==> src/rtl/parking_pkg.sv <==
// Shared encodings and types for the parking access controller and its floor bookkeeping.
package parking_pkg;

  localparam int unsigned ID_W        = 28;
  localparam int unsigned MODE_W      = 2;
  localparam logic [19:0] ID_PREFIX   = 20'h20230;

  typedef enum logic [1:0] {
    MODE_ENTER    = 2'd0,
    MODE_EXIT     = 2'd1,
    MODE_RESTRICT = 2'd2,
    MODE_RSVD     = 2'd3
  } mode_e;

  typedef enum logic [1:0] {
    ACT_NONE   = 2'd0,
    ACT_ALT    = 2'd1,
    ACT_CHOSEN = 2'd2,
    ACT_EXIT   = 2'd3
  } action_e;

  typedef enum logic [2:0] {
    ST_IDLE      = 3'd0,
    ST_CHECK     = 3'd1,
    ST_OFFER_ALT = 3'd2,
    ST_COMMIT    = 3'd3,
    ST_GATE      = 3'd4,
    ST_DENY      = 3'd5
  } state_e;

  // Request presented to the floor logic while a transaction is in flight.
  typedef struct packed {
    logic [ID_W-1:0]   id;
    logic [MODE_W-1:0] mode;
    logic              flr;
  } req_t;

endpackage

==> src/rtl/gate_timer.sv <==
// Loadable saturating down-counter; done_o is high while the count is at or below one,
// i.e. the current cycle is the last one of the loaded interval.
module gate_timer #(
  parameter int unsigned W = 5
) (
  input  logic         clk,
  input  logic         rst_n,
  input  logic         load_i,
  input  logic [W-1:0] load_val_i,
  input  logic         dec_i,
  output logic         done_o
);

  logic [W-1:0] count_q, count_d;
  logic         done_q;

  always_comb begin
    count_d = count_q;
    if (load_i) begin
      count_d = load_val_i;
    end else if (dec_i && (count_q != '0)) begin
      count_d = count_q - W'(1);
    end
  end

  always_ff @(posedge clk or negedge rst_n) begin
    if (!rst_n) begin
      count_q <= '0;
      done_q  <= 1'b1;
    end else begin
      count_q <= count_d;
      done_q  <= (count_d <= W'(1));
    end
  end

  assign done_o = done_q;

endmodule

==> src/rtl/gate_access_ctrl.sv <==
// Parking gate sequencer: captures a keypad request, decides grant/alternative/deny,
// commits the action to the floor logic and times the barrier. Optional event counters
// are enabled with GATE_ACCESS_EVENT_CNT_EN.
module gate_access_ctrl
  import parking_pkg::*;
#(
  parameter int unsigned GATE_OPEN_CYCLES   = 8,
  parameter int unsigned ALT_TIMEOUT_CYCLES = 16
) (
  input  logic              CLK,
  input  logic              RST_N,
  input  logic [ID_W-1:0]   id_in,
  input  logic              id_strobe,
  input  logic [MODE_W-1:0] mode_in,
  input  logic              flr_sel,
  input  logic              accept_alt,
  input  logic              reject,
  input  logic              id_valid,
  input  logic              id_special,
  input  logic              adminId_valid,
  input  logic              chosen_flr_full,
  input  logic              alternative_flr_full,
  output logic [ID_W-1:0]   ID,
  output logic [MODE_W-1:0] MODE,
  output logic              chosen_flr,
  output logic [1:0]        action_taken,
  output logic              gate_open,
  output logic              prompt_alt,
  output logic              deny,
  output logic              busy
`ifdef GATE_ACCESS_EVENT_CNT_EN
  ,
  output logic [7:0]        grant_cnt,
  output logic [7:0]        deny_cnt
`endif
);

  localparam int unsigned TMR_MAX = (GATE_OPEN_CYCLES > ALT_TIMEOUT_CYCLES) ?
                                    GATE_OPEN_CYCLES : ALT_TIMEOUT_CYCLES;
  localparam int unsigned TMR_W   = $clog2(TMR_MAX + 1);

  state_e           state_q, state_d;
  req_t             req_q, req_d;
  action_e          act_d;
  logic             force_flr0;
  logic [1:0]       action_q, action_d;
  logic             gate_q, gate_d;
  logic             prompt_q, prompt_d;
  logic             deny_q, deny_d;
  logic             busy_q, busy_d;
  logic             tmr_load, tmr_dec, tmr_done;
  logic [TMR_W-1:0] tmr_val;

  gate_timer #(.W(TMR_W)) u_timer (
    .clk        (CLK),
    .rst_n      (RST_N),
    .load_i     (tmr_load),
    .load_val_i (tmr_val),
    .dec_i      (tmr_dec),
    .done_o     (tmr_done)
  );

  always_ff @(posedge CLK or negedge RST_N) begin
    if (!RST_N) begin
      state_q <= ST_IDLE;
    end else begin
      state_q <= state_d;
    end
  end

  // Flags from the floor logic are only consulted in CHECK.
  always_comb begin
    state_d    = state_q;
    act_d      = ACT_NONE;
    force_flr0 = 1'b0;
    case (state_q)
      ST_IDLE: if (id_strobe) state_d = ST_CHECK;
      ST_CHECK: begin
        if (adminId_valid) begin
          state_d = ST_GATE;
        end else if ((req_q.mode == MODE_ENTER) && id_special) begin
          force_flr0 = 1'b1;
          act_d      = ACT_CHOSEN;
          state_d    = ST_COMMIT;
        end else if ((req_q.mode == MODE_ENTER) && id_valid) begin
          if (!chosen_flr_full) begin
            act_d   = ACT_CHOSEN;
            state_d = ST_COMMIT;
          end else if (!alternative_flr_full) begin
            state_d = ST_OFFER_ALT;
          end else begin
            state_d = ST_DENY;
          end
        end else if ((req_q.mode == MODE_EXIT) && id_valid) begin
          act_d   = ACT_EXIT;
          state_d = ST_COMMIT;
        end else if ((req_q.mode == MODE_EXIT) && id_special) begin
          state_d = ST_GATE;
        end else begin
          state_d = ST_DENY;
        end
      end
      ST_OFFER_ALT: begin
        if (reject) begin
          state_d = ST_DENY;
        end else if (accept_alt) begin
          act_d   = ACT_ALT;
          state_d = ST_COMMIT;
        end else if (tmr_done) begin
          state_d = ST_DENY;
        end
      end
      ST_COMMIT: state_d = ST_GATE;
      ST_GATE:   if (tmr_done) state_d = ST_IDLE;
      ST_DENY:   state_d = ST_IDLE;
      default:   state_d = ST_IDLE;
    endcase
  end

  // Outputs are registered from the next state so they line up with the state they describe.
  always_comb begin
    req_d = req_q;
    if ((state_q == ST_IDLE) && id_strobe) begin
      req_d.id   = id_in;
      req_d.mode = mode_in;
      req_d.flr  = flr_sel;
    end
    if (force_flr0) req_d.flr = 1'b0;
    action_d = 2'(act_d);
    gate_d   = (state_d == ST_GATE);
    prompt_d = (state_d == ST_OFFER_ALT);
    deny_d   = (state_d == ST_DENY);
    busy_d   = (state_d != ST_IDLE);
    tmr_load = (state_d != state_q) && ((state_d == ST_GATE) || (state_d == ST_OFFER_ALT));
    tmr_val  = (state_d == ST_GATE) ? TMR_W'(GATE_OPEN_CYCLES) : TMR_W'(ALT_TIMEOUT_CYCLES);
    tmr_dec  = (state_q == ST_GATE) || (state_q == ST_OFFER_ALT);
  end

  always_ff @(posedge CLK or negedge RST_N) begin
    if (!RST_N) begin
      req_q    <= '0;
      action_q <= 2'd0;
      gate_q   <= 1'b0;
      prompt_q <= 1'b0;
      deny_q   <= 1'b0;
      busy_q   <= 1'b0;
    end else begin
      req_q    <= req_d;
      action_q <= action_d;
      gate_q   <= gate_d;
      prompt_q <= prompt_d;
      deny_q   <= deny_d;
      busy_q   <= busy_d;
    end
  end

  assign ID           = req_q.id;
  assign MODE         = req_q.mode;
  assign chosen_flr   = req_q.flr;
  assign action_taken = action_q;
  assign gate_open    = gate_q;
  assign prompt_alt   = prompt_q;
  assign deny         = deny_q;
  assign busy         = busy_q;

`ifdef GATE_ACCESS_EVENT_CNT_EN
  logic [7:0] grant_cnt_q, deny_cnt_q;

  // Saturating counts of GATE and DENY entries.
  always_ff @(posedge CLK or negedge RST_N) begin
    if (!RST_N) begin
      grant_cnt_q <= 8'd0;
      deny_cnt_q  <= 8'd0;
    end else begin
      if ((state_d == ST_GATE) && (state_q != ST_GATE) && (grant_cnt_q != 8'hFF))
        grant_cnt_q <= grant_cnt_q + 8'd1;
      if ((state_d == ST_DENY) && (state_q != ST_DENY) && (deny_cnt_q != 8'hFF))
        deny_cnt_q <= deny_cnt_q + 8'd1;
    end
  end

  assign grant_cnt = grant_cnt_q;
  assign deny_cnt  = deny_cnt_q;
`endif

endmodule
==> config.mk <==
export PLATFORM = sky130hd
export DESIGN_NAME = gate_access_ctrl
export DESIGN_NICKNAME = d
export VERILOG_FILES = /design/src/rtl/parking_pkg.sv /design/src/rtl/gate_timer.sv /design/src/rtl/gate_access_ctrl.sv
export SDC_FILE = /design/constraint.sdc
export NUM_CORES = 1
export LEC_CHECK = 0
export BUFFER_PORTS_ARGS = -buffer_cell sky130_fd_sc_hd__buf_4
export CAP_MARGIN = 20
export CORE_MARGIN = 2
export CORE_UTILIZATION = 49
export CTS_BUF_LIST = sky130_fd_sc_hd__clkbuf_16
export CTS_CLUSTER_DIAMETER = 30
export DETAILED_ROUTE_END_ITERATION = 6
export HOLD_SLACK_MARGIN = 0.02
export MAX_ROUTING_LAYER = met4
export PLACE_DENSITY = 0.88
export SYNTH_ARGS = -nofsm -noshare
export SYNTH_HDL_FRONTEND = slang
export SYNTH_HIERARCHICAL = 1
export SYNTH_SLANG_ARGS = --single-unit
export TNS_END_PERCENT = 20
==> constraint.sdc <==
create_clock -name CLK -period 2.6 [get_ports CLK]
set_input_delay 0.39 -clock CLK [delete_from_list [all_inputs] [get_ports CLK]]
set_output_delay 0.39 -clock CLK [all_outputs]
set_load 0.01 [all_outputs]
* Yosys cells after proc, flatten, opt, wreduce, memory -nomap -nowiden
Cells that the tools add are included.
** Cells by class
- Reduce and logical (&&, ||, !) cells :: 14
- Magnitude comparators :: 1
- Multiplexer cells :: 29
- Add/sub/neg operators :: 1
- Equal/unequal tests :: 9
** Operators by type and width (count)
- $mux W3 :: 11
- $mux W5 :: 3
- $pmux W3 S5 :: 1
- $mux W2 :: 5
- $eq A3 B2 Y1 const B :: 3
- $eq A3 B3 Y1 const B :: 3
- $mux W1 :: 8
- $logic_and A1 B1 Y1 :: 7
- $le A5 B1 Y1 const B :: 1
- $reduce_bool A5 Y1 :: 1
- $sub A5 B1 Y5 const B :: 1
- $pmux W2 S2 :: 1
- $eq A3 B1 Y1 const B :: 1
- $logic_not A3 Y1 :: 1
- $ne A3 B3 Y1 :: 1
- $reduce_bool A3 Y1 :: 1
- $eq A2 B1 Y1 const B :: 1
- $logic_not A2 Y1 :: 1
- $logic_or A1 B1 Y1 :: 2
- $reduce_bool A2 Y1 :: 1
** Storage, ports and cells
- Input bits :: 41
- Logic and storage cells :: 65
- Output and inout port bits :: 37
- Flip-flop bits (word level) :: 46

* Logic depth before layout (Yosys ltp)
- Depth after elaboration :: 13
- Mapped depth :: 10
- Depth with buffers taken out :: 8

* Modules after synthesis
Netlist, hierarchy kept.
** Modules (own cells, without submodules)
- gate_access_ctrl :: instances 1, area an instance 1726.7 µm², cells an instance 125
- gate_timer :: instances 1, area an instance 356.6 µm², cells an instance 38

* Least setup slack after synthesis
Ideal clock, no wire load.
- Kind :: register to register
- Start point :: reg state_q[2]
- End point :: reg u_timer.done_q, in the netlist u_timer/done_o
- Cell stages (with the launch flop) :: 11
- Path buffers :: 2
- Setup time :: 0.075 ns
- Data required time :: 2.525 ns
- Arrival :: 2.276 ns
- Period minus slack after synthesis :: 2.352 ns
- Setup slack :: 0.248 ns
- Path through :: dfrtp_1 > buf_2 > or3b_4 > or3_4 > o21ai_4 > nor2_2 > nor3_2 > clkbuf_1 > nor3b_1 > o21ai_0 > nor3_2
** On the way
- Elaborated cells between the ends (all ways) :: 22
** RTL lines
- start, declared :: line gate_access_ctrl.sv:42 : state_e state_q, state_d;
- start signal, assigned :: line gate_access_ctrl.sv:67 : state_q <= state_d;
- $eq A3 B3 Y1, or another cell as far along :: line gate_access_ctrl.sv:76 : case (state_q)
- $pmux W3 S5 * :: line gate_access_ctrl.sv:76
- net state_d[1] :: line gate_access_ctrl.sv:42
- $eq A3 B3 Y1 or $eq A3 B2 Y1 (tied branches) :: line gate_access_ctrl.sv:134 : tmr_load = (state_d != state_q) && ((state_d == ST_GATE) || (state_d == ST_OFFER_ALT));
- $logic_or A1 B1 Y1 :: line gate_access_ctrl.sv:134
- $logic_and A1 B1 Y1 * :: line gate_access_ctrl.sv:134
- net tmr_load :: line gate_access_ctrl.sv:51 : logic tmr_load, tmr_dec, tmr_done;
- $mux W5 * :: line gate_timer.sv:19 : if (load_i) begin
- $le A5 B1 Y1 * :: line gate_timer.sv:32 : done_q <= (count_d <= W'(1));
- end signal, assigned :: line gate_timer.sv:32
- end, declared :: line gate_timer.sv:15 : logic done_q;
Mark *: on every way through the listed nets, which the timed path passes. The rest lies on a longest branch.
A chain may end at the register's enable or synchronous reset.

* Worst setup path in the final report
Ends and elaborated chain as after synthesis.

==> results.sh <==
export IMPL_clkSinkCount=46
export IMPL_power_leakage_uw=0.00134
export IMPL_async_reset_ff_frac=1.00
export IMPL_synthFlopType="dfrtp_1"
export IMPL_power_density_mw_per_mm2=1230
export IMPL_cts_tree="yes"
export IMPL_worst_ir_drop_vdd_mv=0.712
export IMPL_synthCells=163
export IMPL_clk_pin_slew_worst_paths_ps=60
export IMPL_finClkSkew_ps=5.44
export IMPL_vias=1530
export IMPL_area_growth_pct=38.7
export IMPL_path_class="reg -> reg"
export IMPL_r2r_end="u_timer/done_o$_DFF_PN1_"
export IMPL_grt_ovfl_total=0
export IMPL_gp_congestion=0.739
export IMPL_hold_class="in -> async"
export IMPL_rrSetupSlack_ps=170
export IMPL_diodes=0
export IMPL_fmax_ghz=0.412
export IMPL_period_share=0.933
export IMPL_rr_worst_depth=9
export IMPL_fin_total_pwr_uw=3540
export IMPL_setup_tns_ps=0
export IMPL_grt_start_max_net_pins=47
export IMPL_status="finished, final reports clean"
export IMPL_place_ws_ps=157
export IMPL_die_h_um=69.2
export IMPL_grt_met2_usage=0.330
export IMPL_yosysUniqueCellTypes=45
export IMPL_worstPathRequired_ps=2810
export IMPL_initial_core_util=0.513
export IMPL_vias_per_cell=5.13
export IMPL_rows=23
export IMPL_cts_made_buffers=5
export IMPL_ys_seq_area_frac=0.553
export IMPL_use_met1=0.232
export IMPL_worst_setup_path_end_kind="flop"
export IMPL_drive_above_1_share=0.540
export IMPL_ys_ff_latch=46
export IMPL_htreeDepth=2
export IMPL_slew_violations=0
export IMPL_grt_pass1_vias=1589
export IMPL_num_nets_final=289
export IMPL_avgRoutedWirePerCell_um=14.9
export IMPL_cap_violations=0
export IMPL_fin_crit_ps=2430
export IMPL_use_met3=0.0465
export IMPL_drt_first_iter_violations=88
export IMPL_ys_warn_count=6
export IMPL_worstPathArrival_ps=2640
export IMPL_clock_root_buffer="clkbuf_16"
export IMPL_core_area_mm2=0.00406
export IMPL_slew_headroom=0.620
export IMPL_io_pins=78
export IMPL_cts_setup_buffers=0
export IMPL_insertion_delay_ps=280
export IMPL_dieArea_mm2=0.00479
export IMPL_synth_edf_count=0
export IMPL_finalSetupViolCount=0
export IMPL_die_w_um=69.2
export IMPL_grt_setup_unrepaired="false"
export IMPL_cp_startpoint="state_q[2]$_DFF_PN0_"
export IMPL_rr_startpoint="state_q[2]$_DFF_PN0_"
export IMPL_final_antenna_net_count=0
export IMPL_synth_avg_cell_area_um2=12.8
export IMPL_worst_slew_pin_slew_ps=570
export IMPL_dp_hpwl_um=3280
export IMPL_routed_wl_um=4450
export IMPL_top_usage_layer="met2"
export IMPL_grt_usage=0.196
export IMPL_cts_buffer_depth=2
export IMPL_route_detailed_drc=0
export IMPL_worst_path_max_fanout=10
export IMPL_antenna_found_initial=0
export IMPL_grt_pass1_wl_um=7250
export IMPL_hold_viol=0
export IMPL_drt_first_pass_iters=4
export IMPL_cp_start_kind="flop"
export IMPL_syn_area_mm2=0.00208
export IMPL_port_buffers=77
export IMPL_setup_slack_ps=173
==> registers in the layout, indices dropped and copies added (netlist names) <==
signal,cells
ID,28
MODE,2
action_taken,2
busy,1
chosen_flr,1
deny,1
gate_open,1
prompt_alt,1
state_q,3
u_timer/count_q,5
u_timer/done_o,1
==> how the worst max path moves through the flow <==
stage,end,slack [ps],cells after the start
final,u_timer/done_o$_DFF_PN1_,170,9
after global routing,u_timer/done_o$_DFF_PN1_,10,9
after CTS,u_timer/done_o$_DFF_PN1_,140,9
after detailed placement,u_timer/done_o$_DFF_PN1_,160,9
after global placement,u_timer/done_o$_DFF_PN1_,240,10
after floorplan,u_timer/done_o$_DFF_PN1_,250,10
==> through the flow <==
step                std cells  utilization  cell area [um^2]  hold WS (ps)
floorplan                 166            -              2090          94.4
global placement          290        0.674              2740           423
detailed placement        290        0.674              2740           427
CTS                       298        0.709              2880           118
global route              298        0.712              2890           154
finish                    298        0.712              2890          99.7
==> synthesized netlist by cell type, types with 2 or more instances <==
library cell / n / area, um^2
nor3b_1: 2 / 15.0
a221oi_1: 2 / 17.5
o21ai_0: 4 / 20.0
nand3b_1: 2 / 15.0
nor4b_1: 4 / 35.0
mux2_2: 30 / 338
a21oi_1: 7 / 35.0
clkbuf_1: 2 / 7.51
inv_1: 5 / 18.8
nand2_1: 9 / 33.8
nor3_2: 2 / 20.0
o21ai_1: 2 / 10.0
nand2b_1: 6 / 37.5
nor2_1: 4 / 15.0
nor2b_1: 3 / 18.8
a211o_1: 2 / 17.5
dfrtp_1: 45 / 1130
buf_2: 4 / 20.0
xnor2_1: 2 / 17.5
==> repair_timing <==
item / in CTS / in global routing
gates resized for setup: 0 / 3
hold buffers: 0 / 0
setup endpoints to repair: 0 / 1
==> cells in the final DEF (no fill, tap or decap), drive strengths merged <==
master,n
buf,81
dfrtp,45
mux2,30
nand2,9
a21oi,8
o21ai,8
nand2b,6
clkbuf,5
inv,5
nor4b,5
nor2,5
conb,4
nor2b,3
nor3,3
or4b,3
nand3b,2
nor3b,2
a221oi,2
a211o,2
xnor2,2
or3,2
clkinv,2
or3b,1
a32o,1
o32ai,1
and2,1
or4,1
a211oi,1
mux2i,1
clkinvlp,1
a31o,1
and3b,1
or2,1
or2b,1
ha,1
dfstp,1
==> power breakdown <==
group / internal [uW] / total, uW / switching [uW] / leakage [uW]
Clock: 351 / 609 / 259 / 0.0000672
Sequential: 1060 / 1300 / 242 / 0.000552
Combinational: 912 / 1630 / 720 / 0.000719
Total: 2320 / 3540 / 1220 / 0.00134
==> cell type report <==
cell class | instances | area (um^2)
multi-input combinational | 108 | 906
clock buffer | 5 | 125
fill | 279 | 1170
inverter | 5 | 18.8
tap | 50 | 62.6
clock inverter | 3 | 16.3
sequential | 46 | 1150
timing repair buffer | 81 | 608
==> routing by layer <==
metal	wire [um]	up-vias
met2	2300	39
met3	182	7
met4	69	0
met5	0	-
li1	-	743
met1	1900	741
==> worst max-delay path: stages (launching register included) <==
cell     delay, ps
dfrtp_1        490
or3b_4         450
or3_4          370
o21ai_4        190
nor2_2          70
nor3_2         190
buf_4          170
nor3b_1        160
o21ai_0        130
nor3_2         130
==> logic make-up after synthesis <==
| kind of cell | synth area share |
|---|---|
| AO/OA/AOI/OAI | 0.0847 |
| XOR/XNOR | 0.00841 |
| adder cells (fa/ha/maj) | 0.00601 |
| buffers and inverters | 0.0276 |
| flip-flops | 0.553 |
| multiplexers | 0.167 |
| other | 0.00180 |
| AND/OR/NAND/NOR | 0.151 |
(Power assumes the default switching activity.)
